### config.mk
export PLATFORM = sky130hd
export DESIGN_NAME = mem_arbiter
export DESIGN_NICKNAME = d
export VERILOG_FILES = /design/src/rtl/mem_arbiter.sv
export SDC_FILE = /design/constraint.sdc
export NUM_CORES = 1
export LEC_CHECK = 0
export BUFFER_PORTS_ARGS = -buffer_cell sky130_fd_sc_hd__buf_2
export CAP_MARGIN = 20
export CORE_AREA = 2 2 71 73
export CTS_BUF_LIST = sky130_fd_sc_hd__clkbuf_16
export CTS_CLUSTER_SIZE = 40
export DETAILED_ROUTE_END_ITERATION = 8
export DIE_AREA = 0 0 73 75
export PLACE_DENSITY = 0.72
export SLEW_MARGIN = 5
export SYNTH_ARGS = -nofsm -noshare
export SYNTH_HDL_FRONTEND = slang
export SYNTH_SLANG_ARGS = --single-unit
### constraint.sdc
create_clock -name clk -period 1.7 [get_ports clk]
set_input_delay 0.425 -clock clk [delete_from_list [all_inputs] [get_ports clk]]
set_output_delay 0.425 -clock clk [all_outputs]
set_load 0.03 [all_outputs]
### src/rtl/mem_arbiter.sv
// Two-port round-robin arbiter in front of a single SPI memory master.
// Define MEM_ARB_TIMEOUT_EN to add an 8-bit WAIT watchdog that aborts with errN.
module mem_arbiter (
    input  logic        clk,
    input  logic        rst_n,
    input  logic        req0,
    input  logic [15:0] addr0,
    input  logic        we0,
    input  logic [7:0]  wdata0,
    input  logic        sel0,
    input  logic        req1,
    input  logic [15:0] addr1,
    input  logic        we1,
    input  logic [7:0]  wdata1,
    input  logic        sel1,
    output logic        done0,
    output logic        done1,
    output logic        err0,
    output logic        err1,
    output logic [7:0]  rdata,
    output logic        spi_start,
    output logic [15:0] spi_addr,
    output logic        spi_we,
    output logic [7:0]  spi_wdata,
    output logic        spi_sel,
    input  logic        spi_done,
    input  logic [7:0]  spi_rdata,
    output logic        busy
);

    typedef enum logic [1:0] {
        IDLE,
        ISSUE,
        WAIT,
        RESP
    } state_t;

    state_t      state_q;
    logic        port_q;
    logic        last_q;
    logic        start_q;
    logic        done0_q;
    logic        done1_q;
    logic [7:0]  rdata_q;
    logic [15:0] addr_q;
    logic        we_q;
    logic [7:0]  wdata_q;
    logic        sel_q;
    logic        gnt_d;

`ifdef MEM_ARB_TIMEOUT_EN
    logic [7:0]  wdog_q;
    logic        tout_q;
    logic        err0_q;
    logic        err1_q;
`endif

    // On a tie the port that did not win last time gets the grant.
    always_comb begin
        gnt_d = 1'b0;
        gnt_d = req1 & (~req0 | ~last_q);
    end

    always_ff @(posedge clk or negedge rst_n) begin
        if (!rst_n) begin
            state_q <= IDLE;
            port_q  <= 1'b0;
            last_q  <= 1'b1;
            start_q <= 1'b0;
            done0_q <= 1'b0;
            done1_q <= 1'b0;
            rdata_q <= 8'h00;
            addr_q  <= 16'h0000;
            we_q    <= 1'b0;
            wdata_q <= 8'h00;
            sel_q   <= 1'b0;
`ifdef MEM_ARB_TIMEOUT_EN
            wdog_q  <= 8'h00;
            tout_q  <= 1'b0;
            err0_q  <= 1'b0;
            err1_q  <= 1'b0;
`endif
        end else begin
            start_q <= 1'b0;
            done0_q <= 1'b0;
            done1_q <= 1'b0;
`ifdef MEM_ARB_TIMEOUT_EN
            err0_q  <= 1'b0;
            err1_q  <= 1'b0;
`endif
            unique case (state_q)
                IDLE: begin
                    if (req0 || req1) begin
                        port_q  <= gnt_d;
                        last_q  <= gnt_d;
                        addr_q  <= gnt_d ? addr1 : addr0;
                        we_q    <= gnt_d ? we1 : we0;
                        wdata_q <= gnt_d ? wdata1 : wdata0;
                        sel_q   <= gnt_d ? sel1 : sel0;
                        state_q <= ISSUE;
                    end
                end
                ISSUE: begin
                    start_q <= 1'b1;
                    state_q <= WAIT;
`ifdef MEM_ARB_TIMEOUT_EN
                    wdog_q  <= 8'h00;
                    tout_q  <= 1'b0;
`endif
                end
                WAIT: begin
                    if (spi_done) begin
                        if (!we_q) begin
                            rdata_q <= spi_rdata;
                        end
                        state_q <= RESP;
                    end
`ifdef MEM_ARB_TIMEOUT_EN
                    // Terminal count: this cycle would make the watchdog 255.
                    else if (wdog_q == 8'd254) begin
                        tout_q  <= 1'b1;
                        state_q <= RESP;
                    end else begin
                        wdog_q <= wdog_q + 8'd1;
                    end
`endif
                end
                RESP: begin
                    done0_q <= ~port_q;
                    done1_q <= port_q;
`ifdef MEM_ARB_TIMEOUT_EN
                    err0_q  <= tout_q & ~port_q;
                    err1_q  <= tout_q & port_q;
                    tout_q  <= 1'b0;
`endif
                    state_q <= IDLE;
                end
                default: state_q <= IDLE;
            endcase
        end
    end

    assign done0     = done0_q;
    assign done1     = done1_q;
    assign rdata     = rdata_q;
    assign spi_start = start_q;
    assign spi_addr  = addr_q;
    assign spi_we    = we_q;
    assign spi_wdata = wdata_q;
    assign spi_sel   = sel_q;
    assign busy      = (state_q != IDLE);

`ifdef MEM_ARB_TIMEOUT_EN
    assign err0 = err0_q;
    assign err1 = err1_q;
`else
    assign err0 = 1'b0;
    assign err1 = 1'b0;
`endif

endmodule

# Word-level counts from Yosys, hierarchy flattened

Cells that the tools add are included.

Eq/ne operators: 5
Multiplexer cells: 10
Bitwise logic cells: 6
Reductions and logical operators: 6

Operators with widths:

| kind                                                             | count |
|---|---|
| 16-bit 2-to-1 mux                                                | 1 |
| 8-bit 2-to-1 mux                                                 | 1 |
| 2-bit case mux with 4 select lines                               | 1 |
| 1-bit 2-to-1 mux                                                 | 5 |
| 2-bit == test (second input constant)                            | 2 |
| 2-bit 2-to-1 mux                                                 | 2 |
| 2-bit inequality test (second input constant)                    | 2 |
| 1-bit inverter                                                   | 4 |
| 2-bit AND reduction                                              | 2 |
| 3-bit AND reduction                                              | 1 |
| 2-bit by 1-bit == test with 1-bit output (second input constant) | 1 |
| 2-bit logical NOT                                                | 1 |
| 2-bit nonzero test                                               | 1 |
| 1-bit AND                                                        | 1 |
| 1-bit logical OR                                                 | 1 |
| 1-bit OR                                                         | 1 |

Flip-flop bits (word level): 41
Input port bits: 65
Output and inout bits: 40
Word-level logic and storage cells: 38

# Logic depth before layout (Yosys ltp)

Word-level depth: 4
Depth in mapped cells: 7

# Least setup slack after synthesis

Ideal clock, no wire load.

Path kind: register to register
Start: register state_q[0]
End: register state_q[1]
Library setup time: 0.125 ns
Arrival: 1.520 ns
Setup slack: 0.055 ns
Stages on the path, launching flop included: 6
Period minus slack after synthesis: 1.645 ns
Cells stage by stage: dfrtp_1 > inv_1 > ha_1 > inv_2 > o32a_1 > mux2_4

Cells in the longest elaborated chain, start to end: 3

RTL lines:

| item                                               | RTL line | RTL |
|---|---|---|
| start, declared                                    | 38       | `state_t state_q;` |
| start signal, assigned                             | 66       | `state_q <= IDLE;` |
| start signal, assigned                             | 100      | `state_q <= ISSUE;` |
| start signal, assigned                             | 105      | `state_q <= WAIT;` |
| 2-bit == test or 2-bit logical NOT (tied branches) | 91       | `unique case (state_q)` |
| 2-bit inequality test (no source line)             | --       |  |
| 2-bit AND reduction (no source line)               | --       |  |

Several ways; a longest one is shown, not always the timed one.
A chain may end at the register's enable or synchronous reset.

# Final worst setup path

Start: register state_q[0]
End: output busy

Cells in the longest elaborated chain, start to end: 1

RTL lines:

| item               | RTL line | RTL |
|---|---|---|
| 2-bit nonzero test | 151      | `assign busy = (state_q != IDLE);` |
| end, declared      | 28       | `output logic busy` |

Every way passes these cells.

==> reports/results.txt <==
The run finished with clean final reports. Summing all multi-input logic gate instances after layout gives 729 µm². In this run the critical register-to-register path is launched from state_q[1]$_DFFE_PN0P_.

Row generation in the floorplan step produced 25 rows. The standard cell core area was 0.00466 mm²; the synthesized area per cell was 9.70 µm². The worst register-to-register path ends at rdata[6]$_DFFE_PN0P_.

The post-route netlist has 45.4% of its cells at a drive strength greater than 1. The number of slew-limit violations in the final report is 0, and the average via count per standard cell is 4.82. Summed over all instances, the cell type with the most area after synthesis is dfrtp_1. The fraction of power consumed by sequential logic was 32.1%; the leakage component of the power was 1.36 nW. The worst setup path is launched from a flop. The critical path in this run is classified as reg2out.

By area the synthesized netlist is led by dfrtp_1 55%, a21oi_1 14%, nand2_1 5.5%. In this run the tightest slew margin relative to its limit is 63.8%. The worst hold path was traced through 3 stages. The number of I/O port buffers is 102, and the net switching fraction of the power is 44.5%.

The tools report the violation count after the first detailed-routing iteration as 65. The final critical path time including I/O delays and setup is 1.64 ns. Sequential cells were found to cover 56.0% of the synthesized design area. The number of antenna repair diodes was 0; the count of boundary I/O pins was 105. The run gives 4590 µm as the wire length reported by the detailed router. The maximum fanout count along the critical path is 3, and the number of global-route vias before repair is 1678. The number of flops mapped to enable cells by yosys was 0; the initial cell density of the core was 39.3%. The remaining global-route overflow is 0. At the end of the flow, the number of nets in the layout was 370.

The mapped netlist covers 0.00183 mm². In the final layout, flip-flops and latches occupy 0.00103 mm². Reg-to-reg setup timing slack: 0.10 ns.

After synthesis, the most frequently instantiated cells are 53 x a21oi_1, 40 x dfrtp_1, 27 x nand2_1, 26 x nor2_1, 10 x buf_2. Die footprint: 0.00548 mm². Across all hold checks on the routed design, the worst slack comes to 0.376 ns.

Summed over all nets, the switching power comes to 2.40 mW. Dividing the final minimum period by the clock period gives 96.6%. The run gives 0 as the residual antenna-violating net count after detailed routing. For the final routed DRC violation total, the log shows 0. The tools report the number of non-filler instances in the completed layout as 356. The run gives 24 as the post-synthesis cell type count. Compared with the post-synthesis result, the final layout area differs by 42.4%. The startpoint identified for the worst hold timing path is wdata0[0]. The chip width came out at 73 µm. The tools report the hold violation total from the final report as 0. At the later pin of the worst-skew pair, clock insertion delay measures 0.28 ns.

The logs give 16.4% for the part of the power in the clock network and 7370 µm for the wire length of the first global-routing pass. Clock skew on the completed layout was measured at 0.00342 ns. The cell count after synthesis was 189; the fmax was 0.609 GHz. Summing over every cut layer, the via total after detailed routing is 1716. Most frequently used flop master after synthesis: dfrtp_1. TritonCTS built the clock tree. The die is 75 µm tall. For the pin with the worst max-slew slack, the measured transition is 0.543 ns. For the total power draw, the log shows 5.40 mW. Setup repair after global routing left no endpoint under its margin. Cell internal power was estimated by the tool at 3.00 mW.

The maximum buffer depth of the clock tree is 2, and the data arrival time of the critical path is 1.22 ns. The worst ir drop on vdd was 0.967 mV. The worst setup path is captured at an output pin.

The area fraction of the dominant cell type after synthesis was 54.6%; the proportion of register bits with asynchronous set or reset after synthesis was 100%. The run gives 0 as the initial antenna violation count. The root buffer cell was clkbuf_16. The congestion estimate from routability-driven global placement came to 0.806. For the overall routing resource usage, the log shows 17.3%.

The most common cell in the synthesized netlist is a21oi_1. Clock slew seen by the registers of the worst setup and hold paths: 0.06 ns. The routed length per instance works out to 12.9 µm. For hold timing, the worst endpoint is spi_wdata[0]$_DFFE_PN0P_.

Power spread over the standard cell area amounts to 2070 mW/mm². The tools report the number of placed instances with taps included as 342. The total clock buffers created by CTS was 5; the total of flip-flops plus latches after synthesis was 41. Setup violations remaining at the end of the flow were counted as 0. Combinational logic burns 51.5% of the power.

The min-delay analysis places its worst path in the category in2reg. For the worst setup path, the data required time is 1.27 ns. The count of H-tree levels built during CTS came out at 2.

For this run, the detailed router's first-pass iteration total came to 4. The number of max-cap violations came out at 0. Summed over all nets, the half-perimeter wirelength after detailed placement is 3460 µm. For this design, the sink count on the clock tree is 41. Fill cells in the final layout number 429. The Yosys step of the flow raised 0 warnings. The pin count of the biggest net entering global routing is 28. The worst register-to-register path has a depth of 4.
area by class of cell:
| cell class | count | share of cell area, % |
|---|---|---|
| clock buffers | 5 | 4.79 |
| clock inverters | 3 | 0.527 |
| flip-flops and latches | 41 | 39.4 |
| repair buffers | 117 | 24.2 |
| inverters | 4 | 0.575 |
| multi-input cells | 132 | 27.9 |
| well taps | 54 | 2.59 |
power by group through the flow:
stage,Combinational [mW],Sequential (mW),Clock (mW)
2_1_floorplan,1.03,2.61,0
3_3_place_gp,2.63,1.74,0
3_5_place_dp,2.69,1.76,0
4_1_cts,2.72,1.74,0.914
5_1_grt,3.05,1.80,0.954
6_report,2.78,1.74,0.883
per-layer routing:
metal  global-route usage (%)  vias up  part of all wire (%)
met2                     31.3       63                    50
li1                         -      850                     -
met1                     20.7      798                    43
met3                     4.28        5                   6.1
met5                        0        -                     0
met4                     4.32        0                  0.96
kinds of logic after synthesis:
group                    count (synthesis)  synth area share, %
multiplexers                             9                 5.73
AO/OA/AOI/OAI                           61                 18.6
adder cells (fa/ha/maj)                  4                 2.73
buffers and inverters                   17                 4.78
other                                    1                0.205
flip-flops                              41                 56.0
AND/OR/NAND/NOR                         56                 11.9
metrics by stage:
stage / cell area, µm² / setup TNS (ns) / utilization, % / setup WS (ns)
after global placement: 2410 / -0.750 / 51.7 / -0.0646
final: 2610 / 0 / 56.0 / 0.0575
after CTS: 2570 / 0 / 55.1 / 0.0315
after detailed placement: 2410 / -1.01 / 51.7 / -0.0644
after global routing: 2610 / 0 / 56.0 / 0.00584
after floorplan: 1840 / 0 / - / 0.0552
cells in the final DEF (no fill, tap or decap):
cell type	count
mux2_4	1
clkbuf_4	1
inv_2	1
nand3b_1	1
and2_1	1
dfrtp_1	40
nand2_1	27
nor2_1	26
nor2b_1	1
clkbuf_16	5
buf_2	101
dlygate4sd3_1	1
a31oi_1	1
mux2_2	8
o22a_1	1
o32a_1	1
a21bo_2	1
ha_1	4
conb_1	2
o21ai_0	1
dfstp_2	1
a21boi_4	1
inv_1	4
buf_4	13
buf_6	1
a21oi_1	53
clkinv_2	2
o21ai_4	1
o21a_1	1
worst max-delay path, cell delays in order, from the launching register on:
cell	delay, ns
dfrtp_1	0.38
inv_1	0.08
ha_1	0.23
inv_2	0.07
clkbuf_4	0.18
registers in the layout, indices dropped and copies added (netlist names):
signal	count
spi_we	1
state_q	2
last_q	1
done0	1
spi_sel	1
port_q	1
spi_wdata	8
rdata	8
spi_addr	16
done1	1
spi_start	1
what timing repair did:
item / CTS / global route
buffers inserted: 1 / 3
hold buffers: 1 / 0
endpoints found under the setup margin: 1 / 13
endpoints found under the hold margin: 4 / 0
gates resized for setup: 0 / 2
worst max-delay path by stage:
| stage | depth (start not counted) | start | slack (ns) | end |
|---|---|---|---|---|
| final | 4 | state_q[0]$_DFFE_PN0P_ | 0.06 | busy |
| after global routing | 4 | state_q[0]$_DFFE_PN0P_ | 0.006 | busy |
| after CTS | 4 | state_q[1]$_DFFE_PN0P_ | 0.03 | busy |
| after detailed placement | 4 | req0 | -0.06 | spi_addr[6]$_DFFE_PN0P_ |
| after global placement | 4 | req0 | -0.06 | spi_wdata[6]$_DFFE_PN0P_ |
| after floorplan | 5 | state_q[0]$_DFFE_PN0P_ | 0.06 | state_q[1]$_DFFE_PN0P_ |
(Power assumes the default switching activity.)
